## src/rtl/issue_controller_if.sv

```systemverilog
// Decoder <-> issue controller bundle: decoded fields in, issue controls out.
// master = decoder/pipeline side, slave = issue_controller.
interface issue_controller_if #(
  parameter int unsigned REG_W = 5,
  parameter int unsigned CNT_W = 16
);
  logic             id_valid;
  logic [REG_W-1:0] srcreg1_num;
  logic [REG_W-1:0] srcreg2_num;
  logic [REG_W-1:0] dstreg_num;
  logic             using_r2;
  logic             write_reg;
  logic [2:0]       info_load;
  logic [1:0]       info_store;
  logic [2:0]       info_branch;
  logic             ex_br_taken;
  logic             id_ready;
  logic             flush;
  logic             ex_valid;
  logic [1:0]       ex_fwd1_sel;
  logic [1:0]       ex_fwd2_sel;
  logic [CNT_W-1:0] stall_count;

  modport master (
    output id_valid, srcreg1_num, srcreg2_num, dstreg_num, using_r2, write_reg,
           info_load, info_store, info_branch, ex_br_taken,
    input  id_ready, flush, ex_valid, ex_fwd1_sel, ex_fwd2_sel, stall_count
  );

  modport slave (
    input  id_valid, srcreg1_num, srcreg2_num, dstreg_num, using_r2, write_reg,
           info_load, info_store, info_branch, ex_br_taken,
    output id_ready, flush, ex_valid, ex_fwd1_sel, ex_fwd2_sel, stall_count
  );
endinterface

```

## src/rtl/issue_controller.sv

```systemverilog
// Decode-to-execute issue controller for the RV32I pipeline.
// Tracks destination registers in flight in EX and MEM, detects RAW hazards and
// produces stall, flush and operand-forwarding controls.
// Build option: define FORWARDING_EN to enable forwarding (only load-use stalls);
// otherwise any EX/MEM dependency stalls and the forward selects stay at 0.
// The WB slot is not stored: the regfile is read after the WB write, so WB never
// causes a stall or a forward.
module issue_controller #(
  parameter int unsigned REG_W = 5,
  parameter int unsigned CNT_W = 16
) (
  input logic          clk,
  input logic          rstd,
  issue_controller_if.slave bus
);

  // Decoder field encodings
  localparam logic [2:0] NOTLOAD   = 3'd0;
  localparam logic [1:0] NOTSTORE  = 2'd0;
  localparam logic [2:0] NOTBRANCH = 3'd0;
  localparam logic [2:0] BJAL      = 3'd1;
  localparam logic [2:0] BJALR     = 3'd2;

  // In-flight slots
  logic             ex_v_q, mem_v_q;
  logic [REG_W-1:0] ex_dst_q, mem_dst_q;
  logic             ex_wr_q, mem_wr_q;
  logic [CNT_W-1:0] stall_cnt_q;

  logic rs1_used, rs2_used, cond_branch;
  logic ex_hit1, ex_hit2, mem_hit1, mem_hit2;
  logic stall, flush, id_ready, issue;

  // Source usage and slot matching against the decoded instruction
  always_comb begin
    cond_branch = (bus.info_branch != NOTBRANCH) && (bus.info_branch != BJAL) &&
                  (bus.info_branch != BJALR);
    rs1_used    = (bus.srcreg1_num != '0);
    rs2_used    = (bus.srcreg2_num != '0) &&
                  (bus.using_r2 || (bus.info_store != NOTSTORE) || cond_branch);
    // x0 is excluded through rs*_used
    ex_hit1     = rs1_used && ex_v_q && ex_wr_q && (ex_dst_q == bus.srcreg1_num);
    ex_hit2     = rs2_used && ex_v_q && ex_wr_q && (ex_dst_q == bus.srcreg2_num);
    mem_hit1    = rs1_used && mem_v_q && mem_wr_q && (mem_dst_q == bus.srcreg1_num);
    mem_hit2    = rs2_used && mem_v_q && mem_wr_q && (mem_dst_q == bus.srcreg2_num);
  end

`ifdef FORWARDING_EN
  logic       ex_ld_q;
  logic [1:0] fwd1_d, fwd2_d, fwd1_q, fwd2_q;

  // Load-use stall and youngest-producer forward selection
  always_comb begin
    stall  = bus.id_valid && ex_ld_q && (ex_hit1 || ex_hit2);
    fwd1_d = ex_hit1 ? 2'd1 : (mem_hit1 ? 2'd2 : 2'd0);
    fwd2_d = ex_hit2 ? 2'd1 : (mem_hit2 ? 2'd2 : 2'd0);
  end

  // Load flag and registered forward selects follow the EX slot
  always_ff @(posedge clk or negedge rstd) begin
    if (!rstd) begin
      ex_ld_q <= 1'b0;
      fwd1_q  <= 2'd0;
      fwd2_q  <= 2'd0;
    end else begin
      ex_ld_q <= issue && (bus.info_load != NOTLOAD);
      fwd1_q  <= issue ? fwd1_d : 2'd0;
      fwd2_q  <= issue ? fwd2_d : 2'd0;
    end
  end

  assign bus.ex_fwd1_sel = fwd1_q;
  assign bus.ex_fwd2_sel = fwd2_q;
`else
  logic unused_info_load;

  // Without forwarding any producer still in EX or MEM blocks issue
  always_comb begin
    stall = bus.id_valid && (ex_hit1 || ex_hit2 || mem_hit1 || mem_hit2);
  end

  assign unused_info_load = ^bus.info_load;
  assign bus.ex_fwd1_sel  = 2'd0;
  assign bus.ex_fwd2_sel  = 2'd0;
`endif

  // Flush overrides stall; a branch outcome only counts for a real EX instruction
  always_comb begin
    flush    = bus.ex_br_taken && ex_v_q;
    id_ready = !stall || flush;
    issue    = bus.id_valid && id_ready && !flush;
  end

  // Slot shift EX->MEM every cycle; EX takes the issued instruction or a bubble
  always_ff @(posedge clk or negedge rstd) begin
    if (!rstd) begin
      ex_v_q    <= 1'b0;
      ex_dst_q  <= '0;
      ex_wr_q   <= 1'b0;
      mem_v_q   <= 1'b0;
      mem_dst_q <= '0;
      mem_wr_q  <= 1'b0;
    end else begin
      ex_v_q    <= issue;
      ex_dst_q  <= bus.dstreg_num;
      ex_wr_q   <= issue && bus.write_reg;
      mem_v_q   <= ex_v_q;
      mem_dst_q <= ex_dst_q;
      mem_wr_q  <= ex_wr_q;
    end
  end

  // Saturating count of cycles lost to a stall that was not flushed away
  always_ff @(posedge clk or negedge rstd) begin
    if (!rstd) begin
      stall_cnt_q <= '0;
    end else if (stall && !flush && (stall_cnt_q != '1)) begin
      stall_cnt_q <= stall_cnt_q + CNT_W'(1);
    end
  end

  assign bus.id_ready    = id_ready;
  assign bus.flush       = flush;
  assign bus.ex_valid    = ex_v_q;
  assign bus.stall_count = stall_cnt_q;

endmodule

```

## src/flat_wrapper.sv

```systemverilog
// flat-port wrapper written by rule: the top's interface ports become plain ports
module issue_controller_flat 
#(
  parameter int unsigned REG_W = 5,
  parameter int unsigned CNT_W = 16
)
  (clk, rstd, bus_id_valid, bus_srcreg1_num, bus_srcreg2_num, bus_dstreg_num, bus_using_r2, bus_write_reg, bus_info_load, bus_info_store, bus_info_branch, bus_ex_br_taken, bus_id_ready, bus_flush, bus_ex_valid, bus_ex_fwd1_sel, bus_ex_fwd2_sel, bus_stall_count);
  issue_controller_if #(.REG_W(REG_W), .CNT_W(CNT_W)) bus_i ();
  input logic clk;
  input logic rstd;
  input wire logic [$bits(bus_i.id_valid)-1:0] bus_id_valid;
  input wire logic [$bits(bus_i.srcreg1_num)-1:0] bus_srcreg1_num;
  input wire logic [$bits(bus_i.srcreg2_num)-1:0] bus_srcreg2_num;
  input wire logic [$bits(bus_i.dstreg_num)-1:0] bus_dstreg_num;
  input wire logic [$bits(bus_i.using_r2)-1:0] bus_using_r2;
  input wire logic [$bits(bus_i.write_reg)-1:0] bus_write_reg;
  input wire logic [$bits(bus_i.info_load)-1:0] bus_info_load;
  input wire logic [$bits(bus_i.info_store)-1:0] bus_info_store;
  input wire logic [$bits(bus_i.info_branch)-1:0] bus_info_branch;
  input wire logic [$bits(bus_i.ex_br_taken)-1:0] bus_ex_br_taken;
  output wire logic [$bits(bus_i.id_ready)-1:0] bus_id_ready;
  output wire logic [$bits(bus_i.flush)-1:0] bus_flush;
  output wire logic [$bits(bus_i.ex_valid)-1:0] bus_ex_valid;
  output wire logic [$bits(bus_i.ex_fwd1_sel)-1:0] bus_ex_fwd1_sel;
  output wire logic [$bits(bus_i.ex_fwd2_sel)-1:0] bus_ex_fwd2_sel;
  output wire logic [$bits(bus_i.stall_count)-1:0] bus_stall_count;
  assign bus_i.id_valid = bus_id_valid;
  assign bus_i.srcreg1_num = bus_srcreg1_num;
  assign bus_i.srcreg2_num = bus_srcreg2_num;
  assign bus_i.dstreg_num = bus_dstreg_num;
  assign bus_i.using_r2 = bus_using_r2;
  assign bus_i.write_reg = bus_write_reg;
  assign bus_i.info_load = bus_info_load;
  assign bus_i.info_store = bus_info_store;
  assign bus_i.info_branch = bus_info_branch;
  assign bus_i.ex_br_taken = bus_ex_br_taken;
  assign bus_id_ready = bus_i.id_ready;
  assign bus_flush = bus_i.flush;
  assign bus_ex_valid = bus_i.ex_valid;
  assign bus_ex_fwd1_sel = bus_i.ex_fwd1_sel;
  assign bus_ex_fwd2_sel = bus_i.ex_fwd2_sel;
  assign bus_stall_count = bus_i.stall_count;
  issue_controller #(.REG_W(REG_W), .CNT_W(CNT_W)) u_core (.clk(clk), .rstd(rstd), .bus(bus_i));
endmodule
```

## config.mk

```make
export PLATFORM = sky130hd
export DESIGN_NAME = issue_controller_flat
export DESIGN_NICKNAME = d
export VERILOG_FILES = /design/src/rtl/issue_controller_if.sv /design/src/rtl/issue_controller.sv /design/src/flat_wrapper.sv
export SDC_FILE = /design/constraint.sdc
export NUM_CORES = 1
export LEC_CHECK = 0
export BUFFER_PORTS_ARGS = -buffer_cell sky130_fd_sc_hd__buf_2
export CAP_MARGIN = 20
export CORE_AREA = 3 3 80 63
export DETAILED_ROUTE_END_ITERATION = 8
export DIE_AREA = 0 0 83 66
export GPL_TIMING_DRIVEN = 0
export PLACE_DENSITY = 0.7
export SETUP_SLACK_MARGIN = 0.2
export SYNTH_ARGS = -nofsm -noshare
export SYNTH_HDL_FRONTEND = slang
export SYNTH_SLANG_ARGS = --single-unit
export TNS_END_PERCENT = 5
```

## constraint.sdc

```tcl
create_clock -name clk -period 1.9 [get_ports clk]
set_input_delay 0.095 -clock clk [delete_from_list [all_inputs] [get_ports clk]]
set_output_delay 0.095 -clock clk [all_outputs]
set_load 0.05 [all_outputs]
```

==> impl_metrics.tcl, run 1 <==
set metrics [dict create \
    outcome "completed" \
    detailed_place_hpwl_um 2501 \
    worst_ir_drop_vdd_uv 399.1 \
    clkSlewWorstSetupHoldPaths_ns 0.06 \
    cp-end-kind "output pin" \
    critical-path-max-stage-delay_ns 0.42 \
    max_cap_viol_count 0 \
    number_of_synthesized_register_bits 30 \
    timing.critical_path.from_type "register" \
    timing.hold.worst.class "in2reg" \
    ctsHtreeMaxLevel 2 \
    synth.yosys.warnings 0 \
    portion_of_the_post_synthesis_area_used_by_sequential_elements 0.5072 \
    grt-ovfl-total 0 \
    remaining_antenna_violation_count 0 \
    die_area_um2 5478 \
    post_synthesis_cell_area_um2 1480 \
    layout_min_cycle_time_ns 1.833 \
    clock.fmax_mhz 545.7 \
    global_route.usage.total 0.1351 \
    power-per-cell-area_nw_per_um2 696.3 \
    vias_per_cell 4.704 \
    global_route_wire_length_before_repair_um 5782 \
    antenna_found_initial 0 \
    first_iter_violations 41 \
    nFillCells 434 \
    synth-async-reset-ratio 1.000 \
    finClkSkew_ns 0.01251 \
    drcViolationCount 0 \
    drive_gt1_frac 0.3800 \
    synthCells 136 \
    routabilityCongestion 0.8211 \
    initial_standard_cell_utilization_of_the_core 0.3394 \
    crit_required_ns 1.80 \
    setup_tns_ns 0 \
    clock_latency_on_the_worst_skew_pair_ns 0.28 \
    first_global_vias 1211 \
    ys.flop_type "sky130_fd_sc_hd__dfrtp_1" \
    placeableCoreArea_um2 4362 \
    rsz0062_at_grt "yes" \
    route.final.wire_length_um 3392 \
    crit_slowest_cell "sky130_fd_sc_hd__dfrtp_1" \
    power.leakage_nw 0.9479 \
    pin_count_of_the_biggest_net_entering_global_routing 31 \
    fin_total_pwr_w 0.001396 \
    synth_area_leader_cell "sky130_fd_sc_hd__dfrtp_1" \
    clock_path_buffers 2 \
    cts.sink_count 30 \
    tritoncts_clock_tree "built" \
    clock_tree.root_cell "sky130_fd_sc_hd__clkbuf_8" \
    insertedDiodeCount 0 \
    worstPathMaxFanout 3 \
    die-height_um 66 \
    path_cells "xnor2_1 > nand4_1 > o22ai_1 > a22o_1 > buf_6 > buf_8 > nand2_4 > buf_8" \
    slew-limit-headroom 0.5575 \
    postSynthAreaPerCell_um2 10.88 \
    wl_per_cell_um 13.20 \
    post-route-period-util 0.9645 \
    yosys-top-cells-area "sky130_fd_sc_hd__dfrtp_1 51%, sky130_fd_sc_hd__xnor2_1 20%, sky130_fd_sc_hd__nand3_1 4.4%" \
    setup-violations-final 0 \
    synth_commonest_cells "34 x sky130_fd_sc_hd__xnor2_1, 30 x sky130_fd_sc_hd__dfrtp_1, 13 x sky130_fd_sc_hd__nand3_1" \
    synthDistinctLibCells 24 \
    floorplan.io_pins 52 \
    final_hold_viol_count 0 \
    fin_cells 257 \
    areaGrowthSynthToFinish_pct 35.42 \
    synth_top_cell_area_share 0.5072 \
    synth_enable_flop_cells 0 \
    drtPass1Iterations 4 \
    worst_slew_pin_slew_ns 0.6637 \
    placedCellCount 240 \
    die_w_um 83 \
    core.rowCount 21 \
    num_vias 1209 \
    dominant_cell_type_by_count_on_the_critical_path "sky130_fd_sc_hd__buf_8" \
    timing.setup.critical_path_class "reg2out" \
    worst_ep_arrival_time_ns 1.74 \
    io_buffers 44 \
    post-synth-top-count-cell "sky130_fd_sc_hd__xnor2_1" \
    final_nets 229 \
    cts_inserted_buffers 5 \
    maxSlewViolCount 0 \
]
## layer usage
layer	global-route usage	wire, µm
met5	0	0
met4	0.04898	31
met3	0.04483	182
met2	0.2070	1543
met1	0.1787	1636
## power breakdown
part | total [W] | switching [W] | internal [W]
Combinational | 0.000219 | 0.000128 | 0.0000908
Sequential | 0.000691 | 0.0000265 | 0.000665
Clock | 0.000486 | 0.000233 | 0.000253
Total | 0.00140 | 0.000387 | 0.00101
## critical path: cells and delay by family, from the launching register on
kind | cells | cell delay (ns)
AND/OR/NAND/NOR | 2 | 0.18
flip-flops | 1 | 0.42
AO/OA/AOI/OAI | 2 | 0.33
buffers and inverters | 3 | 0.35
XOR/XNOR | 1 | 0.19
## cells in the final DEF, fill, tap and decap left out, types with 2 or more instances in the layout
| master | synthesis | routed |
|---|---|---|
| sky130_fd_sc_hd__a21oi_1 | 3 | 2 |
| sky130_fd_sc_hd__and2_1 | 2 | 2 |
| sky130_fd_sc_hd__and3_1 | 5 | 5 |
| sky130_fd_sc_hd__and4_1 | 2 | 2 |
| sky130_fd_sc_hd__buf_2 | 1 | 43 |
| sky130_fd_sc_hd__buf_4 | 4 | 7 |
| sky130_fd_sc_hd__buf_6 | 2 | 2 |
| sky130_fd_sc_hd__buf_8 | 0 | 2 |
| sky130_fd_sc_hd__clkbuf_8 | 0 | 5 |
| sky130_fd_sc_hd__clkinv_2 | 0 | 2 |
| sky130_fd_sc_hd__conb_1 | 1 | 4 |
| sky130_fd_sc_hd__dfrtp_1 | 30 | 24 |
| sky130_fd_sc_hd__dfrtp_2 | 0 | 6 |
| sky130_fd_sc_hd__dlygate4sd3_1 | 0 | 6 |
| sky130_fd_sc_hd__inv_1 | 2 | 2 |
| sky130_fd_sc_hd__mux2_2 | 2 | 2 |
| sky130_fd_sc_hd__nand2_1 | 9 | 8 |
| sky130_fd_sc_hd__nand3_1 | 13 | 13 |
| sky130_fd_sc_hd__nand4_1 | 9 | 9 |
| sky130_fd_sc_hd__nor2_1 | 6 | 6 |
| sky130_fd_sc_hd__nor3_1 | 3 | 3 |
| sky130_fd_sc_hd__o22ai_1 | 2 | 2 |
| sky130_fd_sc_hd__xnor2_1 | 34 | 32 |
| sky130_fd_sc_hd__xnor2_2 | 0 | 2 |
## state kept, by name, summed over array words and instances, names as in the netlist
register and count:
u_core.bus.ex_valid 1, u_core.bus.stall_count 16, u_core.ex_dst_q 5, u_core.ex_wr_q 1
u_core.mem_dst_q 5, u_core.mem_v_q 1, u_core.mem_wr_q 1
## per-stage QoR
| stage | worst slack (ns) | utilization | hold WS (ns) | cell area, µm² |
|---|---|---|---|---|
| 2_1_floorplan | 0.1417 | - | -0.2006 | 1504 |
| 3_3_place_gp | 0.08446 | 0.4116 | 0.1747 | 1795 |
| 3_5_place_dp | 0.05505 | 0.4116 | 0.1756 | 1795 |
| 4_1_cts | 0.07383 | 0.4527 | 0.05303 | 1974 |
| 5_1_grt | -0.02641 | 0.4596 | 0.06717 | 2004 |
| 6_report | 0.06748 | 0.4596 | 0.04826 | 2004 |
## kinds of logic (layout without fill, tap and decap cells)
group / Yosys count / count (layout) / share of synthesized area
other: 1 / 4 / 0.002533
muxes: 2 / 2 / 0.01521
xor gates and xnor gates: 34 / 34 / 0.2012
and+or+nand+nor: 53 / 53 / 0.1970
DFF: 30 / 30 / 0.5072
adders and majority gates: 1 / 1 / 0.008452
AOI/OAI and AO/OA: 6 / 6 / 0.02451
buffers and inverters: 9 / 70 / 0.04395
## worst paths after layout
| path | startpoint | to | slack [ns] | cells past startpoint |
|---|---|---|---|---|
| max in group asynchronous | rstd | u_core.ex_dst_q[4]$_DFF_PN0_ | 1.04 | 2 |
| worst min-delay path | bus_write_reg | u_core.ex_wr_q$_DFF_PN0_ | 0.05 | 2 |
| min in group asynchronous | rstd | u_core.bus.stall_count[11]$_DFFE_PN0P_ | 0.39 | 2 |
| worst max-delay path | u_core.ex_dst_q[2]$_DFF_PN0_ | bus_id_ready | 0.07 | 8 |
| worst min register to register | u_core.ex_wr_q$_DFF_PN0_ | u_core.mem_wr_q$_DFF_PN0_ | 0.41 | 0 |
| worst max register to register | u_core.ex_dst_q[4]$_DFF_PN0_ | u_core.bus.stall_count[1]$_DFFE_PN0P_ | 0.09 | 8 |
## what timing repair did
item	CTS	global route
hold buffers	6	0
cloned	0	0
hold endpoints to repair	35	0
pin swaps	7	6
setup endpoints to repair	10	18
setup buffers	2	1
gates resized for setup	6	5
## layout make-up
class | instances | area, µm² | share of cell area
Multi-Input combinational cell | 100 | 704.4 | 0.3514
Timing Repair Buffer | 53 | 312.8 | 0.1561
Tap cell | 57 | 71.32 | 0.03558
Clock buffer | 6 | 72.57 | 0.03620
Buffer | 7 | 67.56 | 0.03371
Sequential cell | 30 | 758.2 | 0.3783
Inverter | 2 | 7.507 | 0.003745
Clock inverter | 2 | 10.01 | 0.004994
No activity file was read; power rests on OpenSTA's default activity.
==> run 2: changes to the inputs <==
--- a/config.mk
+++ b/config.mk
@@ -5,13 +5,14 @@
 export SDC_FILE = /design/constraint.sdc
 export NUM_CORES = 1
 export LEC_CHECK = 0
+export ABC_AREA = 1
 export BUFFER_PORTS_ARGS = -buffer_cell sky130_fd_sc_hd__buf_2
 export CAP_MARGIN = 20
-export CORE_AREA = 3 3 80 63
+export CORE_AREA = 3 3 87 68
 export DETAILED_ROUTE_END_ITERATION = 8
-export DIE_AREA = 0 0 83 66
+export DIE_AREA = 0 0 90 71
 export GPL_TIMING_DRIVEN = 0
-export PLACE_DENSITY = 0.7
+export PLACE_DENSITY = 0.69
 export SETUP_SLACK_MARGIN = 0.2
 export SYNTH_ARGS = -nofsm -noshare
 export SYNTH_HDL_FRONTEND = slang
==> run 2 against run 1 <==
Net effect: sequential cell count did not move; worst hold slack improved by 0.025 ns; clock skew fell by 0.0045 ns; global-route usage rose by 0.69 points; area after synthesis rose by 21%; sequential share of layout area fell by 5.3 points; setup slack improved by 0.13 ns; combinational power rose by 3%; clock-buffer cell count rose by 2; synthesized cell count rose by 70%; largest power group unchanged.
==> impl_metrics.tcl, run 2 <==
set metrics [dict create \
    setup_tns_ns 0 \
    maxSlewViolCount 0 \
    ctsHtreeMaxLevel 2 \
    areaGrowthSynthToFinish_pct 30.79 \
    num_vias 1667 \
    synth_enable_flop_cells 0 \
    first_iter_violations 170 \
    power.leakage_nw 1.249 \
    cts.sink_count 30 \
    timing.hold.worst.start "bus_write_reg" \
    fin_total_pwr_w 0.001412 \
    power-per-cell-area_nw_per_um2 604.9 \
    crit_required_ns 1.80 \
    drcViolationCount 0 \
    timing.critical_path.from_type "register" \
    synthDistinctLibCells 23 \
    synth_top_cell_area_share 0.4208 \
    drtPass1Iterations 6 \
    post_synthesis_cell_area_um2 1784 \
    worst_slew_pin_slew_ns 0.6979 \
    crit_family "simple AND/OR/NAND/NOR gates" \
    routabilityCongestion 0.8681 \
    placeableCoreArea_um2 5238 \
    finClkSkew_ns 0.008005 \
    yosys-top-cells-area "sky130_fd_sc_hd__dfrtp_1 42%, sky130_fd_sc_hd__nand2_1 16%, sky130_fd_sc_hd__xnor2_1 6.4%" \
    die-height_um 71 \
    global_route.usage.total 0.1420 \
    floorplan.io_pins 52 \
    initial_standard_cell_utilization_of_the_core 0.3407 \
    critical_path_buf_inv_count 2 \
    portion_of_the_post_synthesis_area_used_by_sequential_elements 0.4208 \
    max_cap_viol_count 0 \
    dominant_cell_type_by_count_on_the_critical_path "sky130_fd_sc_hd__nor2_1" \
    number_of_synthesized_register_bits 30 \
    setup-violations-final 0 \
    core.rowCount 23 \
    clkSlewWorstSetupHoldPaths_ns 0.07 \
    timing.hold.worst.class "in2reg" \
    crit_slowest_cell "sky130_fd_sc_hd__dfrtp_1" \
    post-synth-top-count-cell "sky130_fd_sc_hd__nand2_1" \
    grt-ovfl-total 0 \
    clock_latency_on_the_worst_skew_pair_ns 0.28 \
    path_cells "xor2_1 > nor2_1 > nand3_1 > nor2_1 > nor2_1 > nand2_2 > buf_6 > nand2_4 > buf_8" \
    commonest_cells_after_routing_fill_and_taps_aside "76 x sky130_fd_sc_hd__nand2_1, 43 x sky130_fd_sc_hd__buf_2, 26 x sky130_fd_sc_hd__nor2_1" \
    synth_commonest_cells "78 x sky130_fd_sc_hd__nand2_1, 30 x sky130_fd_sc_hd__dfrtp_1, 26 x sky130_fd_sc_hd__nor2_1" \
    route.final.wire_length_um 4254 \
    final_nets 323 \
    worst_ep_arrival_time_ns 1.61 \
    worstPathMaxFanout 4 \
    post-route-util 0.4455 \
    post-route-period-util 0.8969 \
    preCtsSetupSlack_ns 0.1944 \
    clock.fmax_mhz 586.8 \
    synthCells 231 \
    cts_inserted_buffers 5 \
    antenna_found_initial 0 \
    remaining_antenna_violation_count 0 \
    largest_register_ff_count 16 \
    mostFrequentLayoutCell "sky130_fd_sc_hd__nand2_1" \
    slew-limit-headroom 0.5347 \
    synth.yosys.warnings 0 \
    die_area_um2 6390 \
    postSynthAreaPerCell_um2 7.724 \
    finalWorstSetupSlack_ns 0.1960 \
    wl_per_cell_um 11.53 \
    clock_tree.root_cell "sky130_fd_sc_hd__clkbuf_8" \
    crit_path_start "u_core.ex_dst_q[2]$_DFF_PN0_" \
    io_buffers 44 \
    layout_min_cycle_time_ns 1.704 \
    critical-path-max-stage-delay_ns 0.41 \
    first_global_vias 1569 \
    final_hold_viol_count 0 \
    synth_area_leader_cell "sky130_fd_sc_hd__dfrtp_1" \
    outcome "completed" \
    pin_count_of_the_biggest_net_entering_global_routing 31 \
    detailed_place_hpwl_um 3133 \
    tritoncts_clock_tree "built" \
    global_route_wire_length_before_repair_um 7341 \
    clock_path_buffers 2 \
    rsz0062_at_grt "yes" \
    synth-async-reset-ratio 1.000 \
    insertedDiodeCount 0 \
    die_w_um 90 \
    regToRegStartpoint "u_core.bus.stall_count[0]$_DFFE_PN0P_" \
    timing.setup.critical_path_class "reg2out" \
    cp-end-kind "output pin" \
    ys.flop_type "sky130_fd_sc_hd__dfrtp_1" \
    worst_ir_drop_vdd_uv 397.8 \
    drive_gt1_frac 0.2687 \
    vias_per_cell 4.518 \
]
run 2: cell types whose count changed in the layout (fill, tap and decap cells not counted), sizes merged, moves of 3 or more:
cell | before | now
nand2 | 9 | 79
nor2 | 6 | 27
xnor2 | 34 | 13
inv | 2 | 21
xor2 | 0 | 13
nand4 | 9 | 18
and3 | 5 | 0
clkbuf | 6 | 10
a21oi | 3 | 0
run 2: what timing repair did:
| action | 4_1_cts | 5_1_grt |
|---|---|---|
| resized for setup | 11 | 1 |
| gates cloned | 0 | 0 |
| pin swaps | 7 | 4 |
| hold buffers | 6 | 0 |
| setup buffers | 2 | 0 |
| endpoints found under the hold margin | 35 | 0 |
| setup endpoints to repair | 1 | 18 |
run 2: worst paths after layout:
| check | slack, ns | end | cells past startpoint |
|---|---|---|---|
| max in group asynchronous | 1.00 | u_core.bus.stall_count[5]$_DFFE_PN0P_ | 2 |
| min | 0.07 | u_core.ex_wr_q$_DFF_PN0_ | 2 |
| max | 0.20 | bus_id_ready | 9 |
| max reg2reg | 0.23 | u_core.bus.stall_count[13]$_DFFE_PN0P_ | 9 |
| min in group asynchronous | 0.40 | u_core.bus.stall_count[12]$_DFFE_PN0P_ | 2 |
| min reg2reg | 0.42 | u_core.mem_wr_q$_DFF_PN0_ | 0 |
run 2: cell families after synthesis:
| family | after synthesis | synth area share |
|---|---|---|
| other cells | 1 | 0.002102 |
| flops | 30 | 0.4208 |
| buf+inv | 30 | 0.07783 |
| xor+xnor | 26 | 0.1276 |
| simple gates | 143 | 0.3647 |
| fa+ha+maj | 1 | 0.007012 |
run 2: metrics by stage:
| step | cells | hold slack, ns | cell area (µm²) |
|---|---|---|---|
| floorplan | 234 | -0.2006 | 1829 |
| global placement | 353 | 0.1831 | 2143 |
| detailed placement | 353 | 0.1868 | 2143 |
| CTS | 369 | 0.06837 | 2331 |
| global route | 369 | 0.06854 | 2333 |
| finish | 369 | 0.07309 | 2333 |
run 2: power breakdown:
part / switching (W) / internal [W]
Combinational: 0.000142 / 0.0000833
Sequential: 0.0000281 / 0.000663
Clock: 0.000235 / 0.000260
run 2: layout make-up:
class | count | area [µm²]
tap | 75 | 93.84
fill | 544 | 2904
buffer | 9 | 78.83
multi-input combinational | 174 | 935.9
clock buffer | 8 | 80.08
timing repair buffer | 52 | 305.3
sequential | 30 | 758.2
inverter | 21 | 81.33
run 2: metal layers:
layer  share of wire  vias to the layer above  wire length, µm  track usage
met5               0                        -                0            0
li1                -                      846                -            -
met3           0.059                        5              252      0.03826
met4           0.011                        0               45      0.05433
met1            0.49                      759             2102       0.2009
met2            0.44                       57             1853       0.2078
==> run 3: changes to the inputs <==
--- a/config.mk
+++ b/config.mk
@@ -12,7 +12,7 @@
 export DETAILED_ROUTE_END_ITERATION = 8
 export DIE_AREA = 0 0 90 71
 export GPL_TIMING_DRIVEN = 0
-export PLACE_DENSITY = 0.69
+export PLACE_DENSITY = 0.59
 export SETUP_SLACK_MARGIN = 0.2
 export SYNTH_ARGS = -nofsm -noshare
 export SYNTH_HDL_FRONTEND = slang
==> run 3 against run 2 <==
Net effect: clock skew is 0.0049 ns lower; largest cell class unchanged; clock power rose by 8.9%; register-to-register slack got worse by 0.04 ns; first-iteration DRC count is 36% lower; non-clock buffer count grew 7; sequential cell count stayed put; critical path depth is 1 higher; via count shrank 2.8%.
==> impl_metrics.tcl, run 3 (synthesized netlist as in run 2, its figures left out) <==
set metrics [dict create \
    layout_min_cycle_time_ns 1.707 \
    finClkSkew_ns 0.003104 \
    post-route-period-util 0.8986 \
    die_area_um2 6390 \
    largest_register_ff_count 16 \
    dominant_cell_type_by_count_on_the_critical_path "sky130_fd_sc_hd__buf_4" \
    drive_gt1_frac 0.2957 \
    die-height_um 71 \
    clock_path_buffers 2 \
    route.final.wire_length_um 4419 \
    clock.fmax_mhz 585.7 \
    maxSlewViolCount 0 \
    clkSlewWorstSetupHoldPaths_ns 0.07 \
    clock_latency_on_the_worst_skew_pair_ns 0.28 \
    first_iter_violations 109 \
    num_vias 1621 \
    cts.sink_count 30 \
    pin_count_of_the_biggest_net_entering_global_routing 31 \
    critical-path-max-stage-delay_ns 0.41 \
    worst_slew_pin_slew_ns 0.6975 \
    clock_tree.root_cell "sky130_fd_sc_hd__clkbuf_8" \
    fin_total_pwr_w 0.001463 \
    insertedDiodeCount 0 \
    drcViolationCount 0 \
    global_route_wire_length_before_repair_um 7410 \
    wl_per_cell_um 11.75 \
    max_cap_viol_count 0 \
    drtPass1Iterations 4 \
    power.leakage_nw 1.277 \
    mostFrequentLayoutCell "sky130_fd_sc_hd__nand2_1" \
    slew-limit-headroom 0.5350 \
    worst_ep_arrival_time_ns 1.88 \
    cts_inserted_buffers 5 \
    timing.hold.worst.class "in2reg" \
    ctsHtreeMaxLevel 2 \
    outcome "completed" \
    first_global_vias 1579 \
    global_route.usage.total 0.1445 \
    areaGrowthSynthToFinish_pct 33.87 \
    setup-violations-final 0 \
    die_w_um 90 \
    core.rowCount 23 \
    io_buffers 44 \
    path_cells "ha_4 > nand3_2 > nor2_4 > nand2_2 > inv_2 > nand4_4 > buf_4 > buf_4 > nand4_1 > nand2_1" \
    power-per-cell-area_nw_per_um2 612.4 \
    timing.critical_path.from_type "register" \
    antenna_found_initial 0 \
    floorplan.io_pins 52 \
    initial_standard_cell_utilization_of_the_core 0.3407 \
    crit_family "simple AND/OR/NAND/NOR gates" \
    tritoncts_clock_tree "built" \
    vias_per_cell 4.311 \
    final_hold_viol_count 0 \
    cp-end-kind "register" \
    setup_tns_ns 0 \
    crit_required_ns 2.07 \
    commonest_cells_after_routing_fill_and_taps_aside "77 x sky130_fd_sc_hd__nand2_1, 43 x sky130_fd_sc_hd__buf_2, 25 x sky130_fd_sc_hd__nor2_1" \
    routabilityCongestion 0.8385 \
    final_nets 330 \
    grt-ovfl-total 0 \
    worst_ir_drop_vdd_uv 315.1 \
    crit_slowest_cell "sky130_fd_sc_hd__dfrtp_2" \
    detailed_place_hpwl_um 3171 \
    rsz0062_at_grt "yes" \
    worstPathMaxFanout 6 \
    remaining_antenna_violation_count 0 \
    critical_path_buf_inv_count 3 \
    placeableCoreArea_um2 5238 \
    timing.setup.critical_path_class "reg2reg" \
    nFillCells 558 \
]
## run 3: stage by stage
step | hold WS (ns) | instances | setup WS (ns) | cell area, µm² | util
floorplan | -0.2006 | 234 | 0.1995 | 1829 | -
global placement | 0.1811 | 353 | 0.2272 | 2143 | 0.4092
detailed placement | 0.1902 | 353 | 0.2101 | 2143 | 0.4092
CTS | 0.07031 | 369 | 0.1865 | 2328 | 0.4446
global route | 0.07581 | 376 | 0.06641 | 2389 | 0.4560
finish | 0.07931 | 376 | 0.1927 | 2389 | 0.4560
## run 3: report_power, final
| group | internal (W) | switching (W) |
|---|---|---|
| clock network | 0.000292 | 0.000247 |
| registers | 0.000663 | 0.0000248 |
| logic | 0.0000897 | 0.000146 |
| total | 0.00104 | 0.000418 |
## run 3: routing by layer
| metal | global-route usage | wire (µm) | vias up |
|---|---|---|---|
| li1 | - | - | 857 |
| met1 | 0.2016 | 2190 | 719 |
| met2 | 0.2243 | 1964 | 40 |
| met3 | 0.03294 | 213 | 5 |
| met4 | 0.04584 | 51 | 0 |
| met5 | 0 | 0 | - |
## run 3: worst paths after layout
| kind | slack [ns] | to | cells after the start | from |
|---|---|---|---|---|
| max | 0.19 | u_core.bus.stall_count[0]$_DFFE_PN0P_ | 10 | u_core.bus.stall_count[1]$_DFFE_PN0P_ |
| min | 0.08 | u_core.ex_wr_q$_DFF_PN0_ | 2 | bus_write_reg |
| max reg2reg | 0.19 | u_core.bus.stall_count[0]$_DFFE_PN0P_ | 10 | u_core.bus.stall_count[1]$_DFFE_PN0P_ |
| min reg2reg | 0.44 | u_core.mem_wr_q$_DFF_PN0_ | 0 | u_core.ex_wr_q$_DFF_PN0_ |
| max in group asynchronous | 1.01 | u_core.bus.stall_count[0]$_DFFE_PN0P_ | 2 | rstd |
| min in group asynchronous | 0.40 | u_core.bus.stall_count[8]$_DFFE_PN0P_ | 2 | rstd |
## run 3: layout make-up
| cell class | instances | area, µm² | area share |
|---|---|---|---|
| buffer | 9 | 78.83 | 0.03300 |
| clock buffer | 7 | 86.33 | 0.03614 |
| clock inverter | 1 | 5.005 | 0.002095 |
| inverter | 21 | 81.33 | 0.03405 |
| multi-input combinational | 174 | 930.9 | 0.3897 |
| sequential | 30 | 758.2 | 0.3174 |
| tap | 75 | 93.84 | 0.03929 |
| timing repair buffer | 59 | 354.1 | 0.1482 |
## run 3: worst register-to-register path, delay by kind of cell, from the launching register on
| kind | cells | cell delay, ns |
|---|---|---|
| adders and majority gates | 1 | 0.15 |
| buffers and inverters | 3 | 0.39 |
| DFF | 1 | 0.41 |
| and+or+nand+nor | 6 | 0.65 |
## run 3: repair_timing
item | CTS | global route
setup endpoints to repair | 1 | 18
pin swaps | 2 | 4
buffers inserted | 2 | 7
hold buffers | 6 | 0
endpoints found under the hold margin | 35 | 0
resized for setup | 7 | 4
